===== src/rtl/arb_pkg.sv =====
// Shared types and AXI field constants for the two-port AXI read arbiter.
package arb_pkg;

   typedef enum logic [1:0] {
      IDLE = 2'd0,
      ADDR = 2'd1,
      DATA = 2'd2
   } arb_state_t;

   localparam logic [1:0] AXI_BURST_WRAP   = 2'h2;
   localparam logic [2:0] AXI_SIZE_8B      = 3'h3;
   localparam logic [2:0] AXI_PROT_DEFAULT = 3'h6;
   localparam logic [1:0] AXI_RESP_OKAY    = 2'h0;

endpackage


===== src/rtl/rr_pick2.sv =====
// Two-way request picker. Round-robin by default; with ARB_FIXED_PRIO_EN
// defined, port 1 (load) always wins a simultaneous request.
module rr_pick2 (
   input  logic [1:0] req_i,
   input  logic       last_grant_i,
   output logic [1:0] grant_o
);

`ifdef ARB_FIXED_PRIO_EN
   logic unused_last_grant;
   assign unused_last_grant = last_grant_i;

   // Fixed priority: load port first.
   always_comb begin
      grant_o = 2'b00;
      if (req_i[1]) begin
         grant_o = 2'b10;
      end else if (req_i[0]) begin
         grant_o = 2'b01;
      end
   end
`else
   // Round-robin: on a tie the port that was not granted last wins.
   always_comb begin
      grant_o = req_i;
      if (&req_i) begin
         grant_o = last_grant_i ? 2'b01 : 2'b10;
      end
   end
`endif

endmodule


===== src/rtl/axi_rd_arbiter.sv =====
// Shares one AXI read channel between the fetch (port 0) and load (port 1)
// requesters. One WRAP burst per grant, beats routed to the owner only.
// Optional macro: ARB_FIXED_PRIO_EN (load port always wins a tie).
//
// state | meaning
// IDLE  | no burst in flight; arbitrate pending requests
// ADDR  | AR channel valid, waiting for arready
// DATA  | streaming R beats to the owning port until rlast
module axi_rd_arbiter
   import arb_pkg::*;
#(
   parameter int ID_WIDTH   = 13,
   parameter int ADDR_WIDTH = 64,
   parameter int DATA_WIDTH = 64,
   parameter int BURST_LEN  = 8
) (
   input  logic                  clk,
   input  logic                  reset,
   input  logic                  req0_valid,
   input  logic [ADDR_WIDTH-1:0] req0_addr,
   output logic                  req0_ready,
   output logic                  resp0_valid,
   output logic [DATA_WIDTH-1:0] resp0_data,
   output logic                  resp0_last,
   output logic                  resp0_err,
   input  logic                  req1_valid,
   input  logic [ADDR_WIDTH-1:0] req1_addr,
   output logic                  req1_ready,
   output logic                  resp1_valid,
   output logic [DATA_WIDTH-1:0] resp1_data,
   output logic                  resp1_last,
   output logic                  resp1_err,
   output logic [ID_WIDTH-1:0]   m_axi_arid,
   output logic [ADDR_WIDTH-1:0] m_axi_araddr,
   output logic [7:0]            m_axi_arlen,
   output logic [2:0]            m_axi_arsize,
   output logic [1:0]            m_axi_arburst,
   output logic                  m_axi_arlock,
   output logic [3:0]            m_axi_arcache,
   output logic [2:0]            m_axi_arprot,
   output logic                  m_axi_arvalid,
   input  logic                  m_axi_arready,
   input  logic [ID_WIDTH-1:0]   m_axi_rid,
   input  logic [DATA_WIDTH-1:0] m_axi_rdata,
   input  logic [1:0]            m_axi_rresp,
   input  logic                  m_axi_rlast,
   input  logic                  m_axi_rvalid,
   output logic                  m_axi_rready,
   output logic                  proto_err
);

   localparam logic [7:0] LAST_BEAT = 8'(BURST_LEN - 1);

   arb_state_t            state_q, state_d;
   logic                  owner_q, owner_d;
   logic                  last_grant_q, last_grant_d;
   logic [7:0]            beat_cnt_q, beat_cnt_d;
   logic [ADDR_WIDTH-4:0] addr_q, addr_d;
   logic                  proto_err_q, proto_err_d;
   logic [1:0]            ready_q, ready_d;
   logic [1:0]            grant;
   logic                  sel0, sel1;

   // Beats are routed by owner alone, so rid and the byte offset are not used.
   logic unused_inputs;
   assign unused_inputs = ^{m_axi_rid, req0_addr[2:0], req1_addr[2:0]};

   rr_pick2 u_pick (
      .req_i        ({req1_valid, req0_valid}),
      .last_grant_i (last_grant_q),
      .grant_o      (grant)
   );

   // State and datapath registers.
   always_ff @(posedge clk or posedge reset) begin
      if (reset) begin
         state_q      <= IDLE;
         owner_q      <= 1'b0;
         last_grant_q <= 1'b1;
         beat_cnt_q   <= '0;
         addr_q       <= '0;
         proto_err_q  <= 1'b0;
         ready_q      <= 2'b00;
      end else begin
         state_q      <= state_d;
         owner_q      <= owner_d;
         last_grant_q <= last_grant_d;
         beat_cnt_q   <= beat_cnt_d;
         addr_q       <= addr_d;
         proto_err_q  <= proto_err_d;
         ready_q      <= ready_d;
      end
   end

   // Next-state logic: grant, address handshake, beat counting and rlast checking.
   always_comb begin
      state_d      = state_q;
      owner_d      = owner_q;
      last_grant_d = last_grant_q;
      beat_cnt_d   = beat_cnt_q;
      addr_d       = addr_q;
      proto_err_d  = proto_err_q;
      ready_d      = 2'b00;
      unique case (state_q)
         IDLE: begin
            if (|grant) begin
               owner_d = grant[1];
               addr_d  = grant[1] ? req1_addr[ADDR_WIDTH-1:3] : req0_addr[ADDR_WIDTH-1:3];
               ready_d = grant;
               state_d = ADDR;
            end
         end
         ADDR: begin
            if (m_axi_arready) begin
               beat_cnt_d = '0;
               state_d    = DATA;
            end
         end
         DATA: begin
            if (m_axi_rvalid) begin
               beat_cnt_d = beat_cnt_q + 8'd1;
               if (m_axi_rlast) begin
                  if (beat_cnt_q != LAST_BEAT) begin
                     proto_err_d = 1'b1;
                  end
                  last_grant_d = owner_q;
                  state_d      = IDLE;
               end else if (beat_cnt_q == LAST_BEAT) begin
                  proto_err_d = 1'b1;
               end
            end
         end
         default: state_d = IDLE;
      endcase
   end

   assign sel0 = m_axi_rvalid && (state_q == DATA) && !owner_q;
   assign sel1 = m_axi_rvalid && (state_q == DATA) && owner_q;

   assign req0_ready  = ready_q[0];
   assign req1_ready  = ready_q[1];

   assign resp0_valid = sel0;
   assign resp0_data  = sel0 ? m_axi_rdata : '0;
   assign resp0_last  = sel0 && m_axi_rlast;
   assign resp0_err   = sel0 && (m_axi_rresp != AXI_RESP_OKAY);
   assign resp1_valid = sel1;
   assign resp1_data  = sel1 ? m_axi_rdata : '0;
   assign resp1_last  = sel1 && m_axi_rlast;
   assign resp1_err   = sel1 && (m_axi_rresp != AXI_RESP_OKAY);

   assign m_axi_arid    = {{(ID_WIDTH-1){1'b0}}, owner_q};
   assign m_axi_araddr  = {addr_q, 3'b000};
   assign m_axi_arlen   = LAST_BEAT;
   assign m_axi_arsize  = AXI_SIZE_8B;
   assign m_axi_arburst = AXI_BURST_WRAP;
   assign m_axi_arlock  = 1'b0;
   assign m_axi_arcache = 4'h0;
   assign m_axi_arprot  = AXI_PROT_DEFAULT;
   assign m_axi_arvalid = (state_q == ADDR);
   assign m_axi_rready  = (state_q == DATA);
   assign proto_err     = proto_err_q;

endmodule

===== config.mk =====
export PLATFORM = sky130hd
export DESIGN_NAME = axi_rd_arbiter
export DESIGN_NICKNAME = d
export VERILOG_FILES = /design/src/rtl/arb_pkg.sv /design/src/rtl/rr_pick2.sv /design/src/rtl/axi_rd_arbiter.sv
export SDC_FILE = /design/constraint.sdc
export NUM_CORES = 1
export LEC_CHECK = 0
export BUFFER_PORTS_ARGS = -buffer_cell sky130_fd_sc_hd__buf_2
export CORE_AREA = 2 2 174 176
export CTS_CLUSTER_SIZE = 12
export DETAILED_ROUTE_END_ITERATION = 7
export DIE_AREA = 0 0 176 178
export PLACE_DENSITY = 0.5
export SYNTH_ARGS = -nofsm -noshare
export SYNTH_HDL_FRONTEND = slang
export SYNTH_SLANG_ARGS = --single-unit

===== constraint.sdc =====
create_clock -name clk -period 4.1 [get_ports clk]
set_input_delay 0.41 -clock clk [delete_from_list [all_inputs] [get_ports clk]]
set_output_delay 0.41 -clock clk [all_outputs]
set_load 0.05 [all_outputs]

* After elaboration in Yosys (flattened, before gate mapping) *
Index checks and enable logic that the tools add are counted.
Widths: inputs -> output; s select.

storage, ports and cells
  register bits = 76
  output and inout bits = 237
  word-level logic and storage cells = 54

operators by class
  $add $sub $neg = 1
  equal/unequal tests = 9
  muxes and demuxes = 18
  reductions and logical operators = 19

operators with widths
  kind                 number
  $mux 64              2
  $mux 61              1
  $mux 2               8
  $mux 8               2
  $pmux 8 s2           1
  $add 8x1->8 const B  1
  $eq 8x3->1 const B   1
  $ne 8x3->1 const B   1
  $reduce_and 4->1     2
  $logic_and 1x1->1    7
  $ne 2x2->1 const B   3
  $pmux 2 s3           1
  $reduce_and 3->1     2
  $reduce_bool 2->1    3
  $ne 2x1->1 const B   2
  $reduce_and 2->1     2
  $mux 1               3
  $eq 2x1->1 const B   1
  $eq 2x2->1 const B   1
  $logic_not 2->1      1
  $reduce_or 2->1      1
  $logic_not 1->1      1

* Logic depth before layout (Yosys ltp) *
Gate-level depths: netlist (run 1).

  depth after elaboration = 5
  mapped depth = 5
  gate-level depth less buffers = 4

* Modules after synthesis *
From an unflattened synthesis (run 1), not the netlist that was laid out.

second synthesis, totals
  cells, all modules = 463
  area, all modules = 4907.2 um^2

modules (own cells, without submodules)
  module          times used  cells an instance  area an instance (um^2)  sequential area each (um^2)
  axi_rd_arbiter  1           460                4888.4                   1903.1
  rr_pick2        1           3                  18.8                     0.0

* Worst setup path after synthesis (run 1) *
No wires, ideal clock.

  path kind = reg2out
  start = reg state_q[0]
  end = out resp1_data[54]
  data arrival time = 1.869 ns
  required time = 3.690 ns
  path slack = 1.821 ns
  cell stages (with the launch flop) = 5
  buffers on the path = 1
  path through = dfrtp_1 -> nand3b_4 -> nor2_1 -> clkbuf_1 -> and2_1

on the way
  cells in the longest elaborated chain, start to end = 4

ends and longest elaborated chain
  what                             line                   RTL
  from (decl)                      axi_rd_arbiter.sv:54   arb_state_t state_q, state_d;
  from (signal assigned)           axi_rd_arbiter.sv:85   state_q <= state_d;
  $eq 2x2->1                       axi_rd_arbiter.sv:138  assign sel1 = m_axi_rvalid && (state_q == DATA) && owner_q;
  $logic_and 1x1->1 (2 in series)  axi_rd_arbiter.sv:138
  net resp1_valid                  axi_rd_arbiter.sv:29   output logic resp1_valid,
  $mux 64                          axi_rd_arbiter.sv:148  assign resp1_data = sel1 ? m_axi_rdata : '0;
  to (decl)                        axi_rd_arbiter.sv:30   output logic [DATA_WIDTH-1:0] resp1_data,

The timed path passes the listed nets, and every way through them passes these cells.

* Worst setup path in the final report (run 1) *
  start = reg state_q[1]
  end = out resp1_data[12]

on the way
  cells in the longest elaborated chain, start to end = 4

ends and longest elaborated chain
  what                             line
  $eq 2x2->1                       axi_rd_arbiter.sv:138
  $logic_and 1x1->1 (2 in series)  axi_rd_arbiter.sv:138
  $mux 64                          axi_rd_arbiter.sv:148

No other way between the ends.

==> results_dict.tcl, run 1 <==
set metrics [dict create \
    r2r-start "state_q[1]" \
    cts_tree "done" \
    cp-startpoint "state_q[1]" \
    stdcell_count 1235 \
    drv_cap 0 \
    clkSinkCount 76 \
    avgRoutedWirePerCell_um 13.98 \
    yosys-top-cells-count "and2_1 (132), mux2_2 (122), dfrtp_1 (75)" \
    placed_area_mm2 0.007182 \
    detail_route.vias_per_cell 3.703 \
    die_y_um 178 \
    critical_path_depth 5 \
    grt_first_pass_wirelength_um 24560 \
    synth_edf_count 0 \
    cp-start-kind "flip-flop" \
    synth_top_area_share_pct 38.24 \
    crit_end "resp1_data[12]" \
    fp.dieW_um 176 \
    io_buffers 395 \
    arrival_ns 2.65 \
    crit_fanout 56 \
    routabilityCongestion 0.7207 \
    synth_flop_cell "dfrtp_1" \
    ctsResizeCount 0 \
    finalSetupViolCount 0 \
    skew_ns 0.009725 \
    final_core_util_pct 25.57 \
    cts_max_level 3 \
    irDropWorstVdd_mv 0.4350 \
    rows 63 \
    slowest_stage "nor2_4" \
    grt_start_max_net_pins 67 \
    dieArea_mm2 0.03133 \
    slew_viol_final 0 \
    worstMarginPinSlew_ns 1.034 \
    worst-r2r-cell-count 4 \
    initial_utilization_pct 16.69 \
    clockRootBuffer "clkbuf_16" \
    cp-end-kind "output pin" \
    synth_area_leaders "dfrtp_1 (38%), mux2_2 (28%), and2_1 (17%), buf_4 (5.7%), buf_2 (1.4%)" \
    slowest_delay_ns 0.82 \
    dpl.hpwl_um 13820 \
    worst_skew_pair.late_latency_ns 0.34 \
    final_cell_area_mm2 0.007517 \
    via_count 4573 \
    cp.buffers_inverters 2 \
    post-route-drc-count 0 \
    finalCriticalPeriod_ns 3.057 \
    synth_cell_types 38 \
    coreArea_mm2 0.02940 \
    ys_seq_elements 76 \
    yosys_warnings 0 \
    drive_gt1_share_pct 64.69 \
    dp_cells 1218 \
    ant_nets 0 \
    fmax_mhz 327.2 \
    power.density_mw_per_mm2 711.4 \
    clk_pin_slew_ns 0.07 \
    grt_use_total_pct 10.35 \
    nNetsFinal 1054 \
    postCtsHoldBufs 0 \
    rsz0062_at_grt "false" \
    path_cells "nand3b_4 > nor2_4 > buf_4 > and2_1 > buf_2" \
    syn-cell-area_mm2 0.004908 \
    ys_seq_area_share_pct 38.77 \
    slew_headroom_pct 30.92 \
    cts_max_path_buffers 2 \
    grt_pass1_vias 4322 \
    fin_setup_tns_ns 0 \
    yosysTopAreaCell "dfrtp_1" \
    synth_async_sr_flop_share_pct 100.0 \
    drt_iter0_drc 97 \
    p_total_mw 5.348 \
    area.growth.synth_to_final_pct 53.15 \
    yosysMostFrequentCell "and2_1" \
    path_class "reg -> out" \
    antenna_found_initial 2 \
    io_pins 451 \
    routed_wl_um 17260 \
    cts_setup_buffers 0 \
    cp_top_family "simple AND/OR/NAND/NOR gates" \
    r2r_slack_ns 2.09 \
    status "complete, no violations" \
    hold_viol_final 0 \
    power.leakage_nw 4.022 \
    fin_crit_sh_pct 74.55 \
    first_pass_iters 4 \
    rr_endpoint "addr_q[42]" \
    avgSynthCellArea_um2 10.65 \
    overflow 0 \
    postSynthCellCount 461 \
    cp.required_ns 3.69 \
    min_path_type "in -> async" \
    numCtsBuffers 9 \
]
kinds of logic (layout without fill, tap and decap cells):
| family | after synthesis | count (layout) | synth area share, % |
|---|---|---|---|
| AO/OA/AOI/OAI | 17 | 17 | 2.371 |
| XOR/XNOR | 1 | 1 | 0.1785 |
| adder cells (fa/ha/maj) | 1 | 1 | 0.2549 |
| buffers and inverters | 70 | 419 | 8.565 |
| flip-flops | 76 | 76 | 38.77 |
| multiplexers | 125 | 125 | 28.60 |
| other | 2 | 37 | 0.1530 |
| AND/OR/NAND/NOR | 169 | 169 | 21.11 |
per-stage QoR:
| step | hold WS [ns] | worst slack, ns |
|---|---|---|
| floorplan | 0.4866 | 1.753 |
| global placement | 0.4850 | 1.331 |
| detailed placement | 0.4894 | 1.290 |
| CTS | 0.1153 | 0.9351 |
| global route | 0.1452 | 0.8053 |
| finish | 0.1152 | 1.043 |
routing by layer:
| metal | up-vias | track usage [%] | share of wire [%] |
|---|---|---|---|
| li1 | 2223 | - | - |
| met1 | 2079 | 12.27 | 40 |
| met2 | 257 | 17.95 | 50 |
| met3 | 12 | 3.261 | 8.5 |
| met4 | 2 | 3.030 | 1.3 |
| met5 | - | 0 | 0.075 |
report_power, final:
part / switching, mW / internal [mW] / leakage [nW] / total (mW)
registers: 0.203 / 1.10 / 0.904 / 1.31
logic: 2.22 / 0.909 / 2.96 / 3.13
clock network: 0.354 / 0.556 / 0.160 / 0.910
layout by cell type (no fill, tap or decap), types with 3 or more instances in the layout:
| cell type | netlist | final |
|---|---|---|
| mux2i_1 | 3 | 3 |
| a21oi_1 | 3 | 3 |
| nand3_1 | 5 | 5 |
| and2_1 | 132 | 132 |
| clkbuf_16 | 0 | 9 |
| mux2_2 | 122 | 122 |
| nand2b_1 | 4 | 4 |
| inv_1 | 4 | 3 |
| nor2_1 | 7 | 5 |
| conb_1 | 2 | 36 |
| buf_2 | 14 | 395 |
| dfrtp_1 | 75 | 75 |
| a211oi_1 | 3 | 3 |
| o21ai_0 | 4 | 4 |
| nand2_1 | 8 | 8 |
worst min-delay path by stage:
stage,start,to,slack (ns),depth (start not counted)
after floorplan,beat_cnt_q[0],beat_cnt_q[0],0.49,1
after global placement,addr_q[20],addr_q[20],0.48,1
after detailed placement,addr_q[37],addr_q[37],0.49,1
after CTS,reset,addr_q[36],0.12,2
after global routing,reset,addr_q[41],0.15,2
final,reset,addr_q[36],0.12,2
flip-flops by register name, summed over array words and instances, names as in the netlist:
name	cells
addr_q	61
beat_cnt_q	8
ready_q	2
state_q	2
last_grant_q	1
owner_q	1
proto_err	1
area by class of cell:
class | count | area (um2)
Fill cell | 3161 | 21880
Multi-Input combinational cell | 349 | 2743
Timing Repair Buffer | 399 | 2032
Sequential cell | 76 | 1903
Tap cell | 390 | 488.0
Clock buffer | 10 | 239.0
Clock inverter | 6 | 93.84
Inverter | 4 | 16.27
Antenna cell | 1 | 2.502
No activity file was read; power rests on OpenSTA's default activity.
==> run 2, diff against run 1 <==
- CORE_AREA: 2 2 174 176 -> 2 2 175 177
- DIE_AREA: 0 0 176 178 -> 0 0 177 179
- PLACE_DENSITY: 0.5 -> 0.52
- clock period: 4.1 -> 2.75 ns (I/O delays scaled with it)
==> run 2 against run 1 <==
Against the previous run:
- combinational power is 50% higher
- critical path type unchanged
- register-to-register slack worse by 1.2 ns
- core utilization about the same
- sequential share of layout area is 0.50 points lower
- die area grew 1.1%
==> results_dict.tcl, run 2 (synthesis gave the netlist of run 1 again) <==
set metrics [dict create \
    final_cell_mix "buf_2 (395), and2_1 (132), mux2_2 (122)" \
    worst-r2r-cell-count 4 \
    overflow 0 \
    min_path_type "in -> reg" \
    r2r_slack_ns 0.85 \
    clockRootBuffer "clkbuf_16" \
    via_count 4620 \
    routabilityCongestion 0.7271 \
    postCtsHoldBufs 1 \
    crit_fanout 66 \
    pre_cts_ws_ns 0.7031 \
    rows 64 \
    initial_utilization_pct 16.35 \
    area.growth.synth_to_final_pct 56.21 \
    die_y_um 179 \
    dp_cells 1237 \
    grt_pass1_vias 4264 \
    regMostFlops "addr_q" \
    antenna_found_initial 0 \
    fp.dieW_um 177 \
    rsz0062_at_grt "false" \
    r2r-start "state_q[1]" \
    worst_slack_ns 0.3586 \
    p_total_mw 8.043 \
    nNetsFinal 1068 \
    drive_gt1_share_pct 65.03 \
    clk_pin_slew_ns 0.06 \
    grt_use_total_pct 8.951 \
    finalCriticalPeriod_ns 2.391 \
    worst_skew_pair.late_latency_ns 0.34 \
    rr_endpoint "addr_q[44]" \
    worstMarginPinSlew_ns 0.5512 \
    cp.required_ns 2.48 \
    path_cells "nand3b_4 > nor2_4 > buf_4 > and2_1 > buf_2" \
    cts_max_level 3 \
    post-route-drc-count 0 \
    dieArea_mm2 0.03168 \
    top_regs "addr_q (61), beat_cnt_q (8)" \
    stdcell_count 1254 \
    dpl.hpwl_um 12490 \
    cp-start-kind "flip-flop" \
    final_cell_area_mm2 0.007667 \
    cts_max_path_buffers 2 \
    cts_setup_buffers 0 \
    io_pins 451 \
    detail_route.vias_per_cell 3.684 \
    fin_crit_sh_pct 86.96 \
    drt_iter0_drc 68 \
    cp-end-kind "output pin" \
    numCtsBuffers 9 \
    slew_headroom_pct 62.30 \
    arrival_ns 2.12 \
    status "complete, no violations" \
    crit_end "resp0_data[41]" \
    hold_viol_final 0 \
    routed_wl_um 15380 \
    ant_nets 0 \
    finalSetupViolCount 0 \
    clkSinkCount 76 \
    layout_commonest_cell "buf_2" \
    slowest_delay_ns 0.49 \
    slowest_stage "dfrtp_1" \
    fmax_mhz 418.2 \
    drv_cap 0 \
    slew_viol_final 0 \
    grt_first_pass_wirelength_um 22090 \
    power.leakage_nw 4.110 \
    diodes 0 \
    power.density_mw_per_mm2 1049 \
    cts_tree "done" \
    avgRoutedWirePerCell_um 12.27 \
    first_pass_iters 4 \
    largest_register_ff_count 61 \
    ctsResizeCount 0 \
    coreArea_mm2 0.03003 \
    grt_start_max_net_pins 67 \
    cp-startpoint "state_q[1]" \
    placed_area_mm2 0.007306 \
    irDropWorstVdd_mv 0.5722 \
    fin_setup_tns_ns 0 \
    skew_ns 0.008966 \
    final_core_util_pct 25.53 \
    path_class "reg -> out" \
    io_buffers 395 \
    hold-worst-slack_ns 0.2453 \
]
## run 2: cell count changes in the layout (fill, tap and decap cells not counted), sizes merged
cell	delta
bufinv	+1
clkbuf	+2
diode	-1
buf	+13
inv	-2
dlygate4sd3	+1
clkinvlp	-1
## run 2: report_power, final
group	internal, mW	switching [mW]	total [mW]
logic	1.43	3.28	4.71
registers	1.65	0.277	1.92
clock network	0.936	0.473	1.41
total	4.01	4.03	8.04
## run 2: worst min path at each step
stage	from	to	slack, ns	cells past startpoint
2_1_floorplan	m_axi_rlast	last_grant_q	0.42	1
3_3_place_gp	reset	addr_q[47]	0.23	2
3_5_place_dp	reset	addr_q[44]	0.23	2
4_1_cts	m_axi_arready	state_q[0]	0.24	3
5_1_grt	req0_valid	ready_q[0]	0.25	2
6_report	m_axi_arready	state_q[0]	0.25	3
## run 2: layout make-up
cell class / instances / area (um2)
timing repair buffer: 413 / 2165
clock buffer: 12 / 256.5
multi-input combinational: 349 / 2736
inverter: 4 / 16.27
tap: 396 / 495.5
fill: 3242 / 22360
sequential: 76 / 1903
clock inverter: 4 / 95.09
## run 2: worst max-delay path, delay by kind of cell (launching register included)
kind / cells / cell delay [ns]
buffers and inverters: 2 / 0.69
flip-flops: 1 / 0.49
AND/OR/NAND/NOR: 3 / 0.58
## run 2: routing by layer
metal | vias up | share of wire [%] | wire [um] | track usage (%)
met3 | 12 | 8.6 | 1329 | 2.290
met1 | 2110 | 38 | 5888 | 9.940
met4 | 0 | 1.4 | 219 | 3.375
met5 | - | 0 | 0 | 0
li1 | 2252 | - | - | -
met2 | 246 | 52 | 7943 | 16.34
